**src/rtl/usb_pkg.sv**
```systemverilog
// Shared USB line-level definitions: transmit FSM states and the J/K/SE0 encodings on {d_plus,d_minus}.
package usb_pkg;

  typedef enum logic [1:0] {IDLE, DATA, SE0, EOP_J} tx_line_state_e;

  localparam logic [1:0] USB_SE0  = 2'b00;
  localparam logic [1:0] USB_J_FS = 2'b10;
  localparam logic [1:0] USB_J_LS = 2'b01;

  function automatic logic [1:0] usb_j_level(input bit low_speed);
    return low_speed ? USB_J_LS : USB_J_FS;
  endfunction

endpackage

```
**src/rtl/usb_bit_timer.sv**
```systemverilog
// Free-running bit-time counter; bit_tick is high on the last clock of each bit time.
// Zero latency on bit_tick; clear restarts the bit time on the following cycle.
module usb_bit_timer #(
  parameter int CLKS_PER_BIT = 4
) (
  input  logic clk,
  input  logic rst_n,
  input  logic clear,
  output logic bit_tick
);

  localparam int CW = $clog2(CLKS_PER_BIT);

  logic [CW-1:0] bit_cnt;

  assign bit_tick = (bit_cnt == CW'(CLKS_PER_BIT - 1));

  always_ff @(posedge clk or negedge rst_n) begin
    if (!rst_n) begin
      bit_cnt <= '0;
    end else if (clear || bit_tick) begin
      bit_cnt <= '0;
    end else begin
      bit_cnt <= bit_cnt + 1'b1;
    end
  end

endmodule

```
**src/rtl/usb_tx_eop_generator.sv**
```systemverilog
// Serialises pre-encoded line levels onto D+/D- and closes each packet with SE0 then J; outputs registered (1 cycle).
// tx_ready only in IDLE or on the last clock of a data bit; stalls upstream for the whole EOP.
module usb_tx_eop_generator
  import usb_pkg::*;
#(
  parameter int CLKS_PER_BIT = 4,
  parameter int SE0_BITS     = 2,
  parameter int J_BITS       = 1,
  parameter int LOW_SPEED    = 0
) (
  input  logic clk,
  input  logic rst_n,
  input  logic tx_valid,
  input  logic tx_bit,
  output logic tx_ready,
  output logic d_plus,
  output logic d_minus,
  output logic tx_oe,
  output logic tx_busy,
  output logic eop_done
);

  localparam int PH_MAX = (SE0_BITS > J_BITS) ? SE0_BITS : J_BITS;
  localparam int PW     = $clog2(PH_MAX + 1);

  localparam logic [1:0]    J_LVL    = usb_j_level(LOW_SPEED != 0);
  localparam logic [1:0]    K_LVL    = ~J_LVL;
  localparam logic [PW-1:0] SE0_LAST = PW'(SE0_BITS - 1);
  localparam logic [PW-1:0] J_LAST   = PW'(J_BITS - 1);

  tx_line_state_e state_q, state_d;
  logic [PW-1:0]  phase_q, phase_d;
  logic [1:0]     line_q, line_d;
  logic           oe_q, oe_d;
  logic           done_q, done_d;
  logic           bit_tick;
  logic           start_xfer;

  assign tx_ready   = (state_q == IDLE) | ((state_q == DATA) & bit_tick);
  assign start_xfer = (state_q == IDLE) & tx_valid;

  usb_bit_timer #(
    .CLKS_PER_BIT(CLKS_PER_BIT)
  ) u_bit_timer (
    .clk     (clk),
    .rst_n   (rst_n),
    .clear   (start_xfer),
    .bit_tick(bit_tick)
  );

  always_comb begin
    state_d = state_q;
    phase_d = phase_q;
    line_d  = line_q;
    oe_d    = oe_q;
    done_d  = 1'b0;

    unique case (state_q)
      IDLE: begin
        if (tx_valid) begin
          state_d = DATA;
          oe_d    = 1'b1;
          line_d  = tx_bit ? J_LVL : K_LVL;
        end
      end
      DATA: begin
        if (bit_tick) begin
          if (tx_valid) begin
            line_d = tx_bit ? J_LVL : K_LVL;
          end else begin
            state_d = SE0;
            line_d  = USB_SE0;
            phase_d = '0;
          end
        end
      end
      SE0: begin
        if (bit_tick) begin
          if (phase_q == SE0_LAST) begin
            state_d = EOP_J;
            line_d  = J_LVL;
            phase_d = '0;
          end else begin
            phase_d = phase_q + 1'b1;
          end
        end
      end
      EOP_J: begin
        if (bit_tick) begin
          if (phase_q == J_LAST) begin
            state_d = IDLE;
            oe_d    = 1'b0;
            done_d  = 1'b1;
            phase_d = '0;
          end else begin
            phase_d = phase_q + 1'b1;
          end
        end
      end
      default: state_d = IDLE;
    endcase
  end

  always_ff @(posedge clk or negedge rst_n) begin
    if (!rst_n) begin
      state_q <= IDLE;
      phase_q <= '0;
      line_q  <= J_LVL;
      oe_q    <= 1'b0;
      done_q  <= 1'b0;
    end else begin
      state_q <= state_d;
      phase_q <= phase_d;
      line_q  <= line_d;
      oe_q    <= oe_d;
      done_q  <= done_d;
    end
  end

  assign d_plus   = line_q[1];
  assign d_minus  = line_q[0];
  assign tx_oe    = oe_q;
  assign eop_done = done_q;
  assign tx_busy  = (state_q != IDLE);

endmodule

```
**config.mk**
```make
export PLATFORM = sky130hd
export DESIGN_NAME = usb_tx_eop_generator
export DESIGN_NICKNAME = d
export VERILOG_FILES = /design/src/rtl/usb_pkg.sv /design/src/rtl/usb_bit_timer.sv /design/src/rtl/usb_tx_eop_generator.sv
export SDC_FILE = /design/constraint.sdc
export NUM_CORES = 1
export LEC_CHECK = 0
export CAP_MARGIN = 40
export CORE_AREA = 2 2 56 58
export DETAILED_ROUTE_END_ITERATION = 8
export DIE_AREA = 0 0 58 60
export GPL_ROUTABILITY_DRIVEN = 0
export PLACE_DENSITY = 0.5
export SYNTH_ARGS = -nofsm -noshare
export SYNTH_HDL_FRONTEND = slang
export SYNTH_SLANG_ARGS = --single-unit
```
**constraint.sdc**
```tcl
create_clock -name clk -period 2.7 [get_ports clk]
set_input_delay 0.405 -clock clk [delete_from_list [all_inputs] [get_ports clk]]
set_output_delay 0.405 -clock clk [all_outputs]
set_load 0.02 [all_outputs]
```
==> reports/results.tsv, run 1 <==
stage	metric	value	unit
clocking	cts_resized	0	
clocking	htree_num_levels	1	
place	dpl.cell_count	109	
yosys	synthArstFlopShare	100	%
yosys	synthTopCellsByCount	10 x ha_1, 9 x dfrtp_1, 7 x nand2_1	
sta	rsz0062_at_grt	false	
global_route	use_met3	1.95	%
yosys	synth_top_area_cell	dfrtp_1	
floorplan	die-area	3480	um^2
global_route	grt_pass1_wl	2300	um
drt	via_per_inst	4.70	
clocking	cts_tree	yes	
critical_path	critical_path_required	2.30	ns
drt	ant_nets	0	
sta	worstMarginPinSlew	0.456	ns
critical_path	cpMostUsedCell	nand2_1	
power_and_ir_drop	total_power	1060	uW
critical_path	crit_chain	inv_1 > ha_1 > nand2_1 > nand2_1 > clkdlybuf4s50_1	
yosys	netlist_area	683	um^2
yosys	ys.flop_type	dfrtp_1	
global_route	grt_pass1_vias	538	
floorplan	die-height	60	um
clocking	clkLatencyLatePin	0.26	ns
sta	setup-tns-final	0	ns
critical_path	cp_slowest_stage_delay	0.59	ns
finish	instances_no_fill	113	
floorplan	die_w	58	um
clocking	clock-sinks	10	
power_and_ir_drop	peakVddDrop	0.499	mV
yosys	avgSynthCellArea	9.90	um^2
finish	num_antenna_cells	0	
finish	seqCellArea	251	um^2
floorplan	num_io_pins	10	
power_and_ir_drop	power.density	1260	nW/um^2
critical_path	ff2ff_path_depth	6	
critical_path	crit_path_end	tx_ready	
clocking	cts_max_path_buffers	2	
finish	nFillCells	314	
finish	fin_util	28.9	%
power_and_ir_drop	leakage	0.000387	uW
critical_path	regToRegEndpoint	phase_q[1]	
finish	multiInputGateArea	394	um^2
sta	setup_viol	0	
sta	timing.hold.ws	0.440	ns
floorplan	fp.coreArea	2900	um^2
sta	drv_slew	0	
place	port_buffers	9	
global_route	grt_max_degree	11	
drt	first_pass_iters	4	
clocking	cts_hold_buf	0	
global_route	track_usage	8.69	%
run	max_cap_viol_count	0	
yosys	syn_nets	83	
finish	num-nets-final	95	
critical_path	critPathBufInv	2	
critical_path	critPathLaunchType	flip-flop	
sta	fmax	0.451	GHz
sta	fin_crit	2.22	ns
global_route	grt.met1_usage	10.9	%
sta	period_share	82.1	%
yosys	yosysSeqAreaShare	36.8	%
yosys	synth_top_area_share	33.0	%
finish	drive_gt1_share	12.5	%
yosys	synth_cell_types	32	
critical_path	critPathTopFamily	buffers and inverters	
critical_path	cp_num_cells	5	
floorplan	rows	20	
clocking	cts_root_buffer	clkbuf_4	
sta	clock_skew	0.00286	ns
drt	drc	0	
drt	via_count	531	
clocking	numCtsBuffers	3	
critical_path	worstPathMaxFanout	5	
yosys	yosys-top-cells-area	dfrtp_1 33%, ha_1 18%, dfstp_2 3.8%	
global_route	globalRouteMet2Util	14.3	%
critical_path	rrSetupSlack	0.87	ns
drt	wl_per_cell	11.5	um
yosys	syn_inst	69	
finish	area_growth	22.9	%
critical_path	worstReg2RegStart	state_q[0]	
sta	hold_viol	0	
critical_path	crit_arrival	1.81	ns
clocking	postCtsSetupBuffers	0	
global_route	grt_busiest_layer	met2	
yosys	synth-edff-count	0	
yosys	post-synth-top-count-cell	ha_1	
clocking	clkTransAtPathRegs	0.06	ns
critical_path	critical-path-slowest-cell	clkdlybuf4s50_1	
critical_path	end_kind	primary output	
yosys	yosys_warnings	0	
critical_path	worst-setup-path-type	flip-flop to primary output	
floorplan	initial_core_util	23.5	%
critical_path	critical_path.startpoint	state_q[1]	
drt	drt_iter0_markers	5	
worst_hold_path	hold_class	flip-flop to flip-flop	
sta	slew_headroom	69.5	%
place	hpwl	1020	um
drt	drt_wl_total	1300	um
yosys	ys_ff_latch	10	
global_route	overflow	0	
status	status	finished, final reports clean	
global_route	antenna_found_initial	0	
area by class of cell:
| class | instances | share of cell area [%] |
|---|---|---|
| well taps | 33 | 4.92 |
| clock buffers | 4 | 4.32 |
| repair buffers | 9 | 10.7 |
| inverters | 7 | 3.13 |
| multi-input cells | 50 | 46.9 |
| flip-flops and latches | 10 | 30.0 |
how the worst min path moves through the flow:
stage | startpoint | to | slack, ns | depth (start not counted)
finish | u_bit_timer.bit_cnt[0] | u_bit_timer.bit_cnt[0] | 0.44 | 1
global route | rst_n | phase_q[0] | 0.48 | 1
CTS | u_bit_timer.bit_cnt[0] | u_bit_timer.bit_cnt[0] | 0.44 | 1
detailed placement | u_bit_timer.bit_cnt[0] | u_bit_timer.bit_cnt[0] | 0.43 | 1
global placement | u_bit_timer.bit_cnt[0] | u_bit_timer.bit_cnt[0] | 0.42 | 1
floorplan | rst_n | eop_done | 0.11 | 0
worst reg2reg max path, cell delays in order, from the launching register on:
cell and delay (ns):
dfrtp_1 0.39, inv_1 0.11, ha_1 0.31, nor2_1 0.17, nor2_1 0.07, a211oi_2 0.32
mux2_1 0.35
where the power goes:
part | switching, uW | internal, uW | total (uW)
Sequential | 41.9 | 218 | 260
Clock | 50.3 | 81.7 | 132
Combinational | 361 | 308 | 668
cell usage in the layout, fill, tap and decap left out, types with 3 or more instances in the layout:
master	synthesis	routed
nand2_1	7	7
clkbuf_4	0	3
inv_1	6	6
clkdlybuf4s50_1	0	9
nor2_1	5	5
ha_1	10	10
dfrtp_1	9	9
a21oi_1	3	3
per-layer routing:
metal  vias to the layer above  share of wire, %
met5                         -                 0
met4                         0                 0
met3                         0               3.9
met2                         7                51
met1                       261                45
li1                        263                 -
flip-flops by register name, indices dropped and copies added (netlist names):
signal and count:
u_bit_timer.bit_cnt 2, eop_done 1, tx_oe 1, line_q 2
phase_q 2, state_q 2
cell families (layout without fill, tap and decap cells):
kind of cell               Yosys count  in the layout  share of synthesized area [%]
muxes                                4              4                           6.78
DFF                                 10             10                           36.8
buffers and inverters                9             20                           5.49
AOI/OAI and AO/OA                   16             16                           18.3
adders and majority gates           10             10                           18.3
and+or+nand+nor                     20             20                           14.3
stage by stage:
step / instance area [um^2] / worst slack (ns)
2_1_floorplan: 683 / 0.994
3_3_place_gp: 803 / 0.765
3_5_place_dp: 803 / 0.749
4_1_cts: 840 / 0.453
5_1_grt: 840 / 0.347
6_report: 840 / 0.483
(Power assumes the default switching activity.)
==> inputs of run 2 (changes only) <==
==> constraint.sdc (replaced) <==
create_clock -name clk -period 2.3 [get_ports clk]
set_input_delay 0.345 -clock clk [delete_from_list [all_inputs] [get_ports clk]]
set_output_delay 0.345 -clock clk [all_outputs]
set_load 0.02 [all_outputs]
==> results of run 2 <==
The final DEF is identical to that of run 1. Status: finished, final reports clean.
Main changes from that run: setup slack after placement 0.749 ns -> 0.409 ns; clock-pin slew on the worst setup and hold paths 0.06 ns -> 0.07 ns; setup slack after layout 0.483 ns -> 0.143 ns; hold slack 0.440 ns -> 0.400 ns; register-to-register setup slack 0.87 ns -> 0.47 ns; total power 1060 uW -> 1250 uW; worst IR drop on VDD 0.499 mV -> 0.586 mV
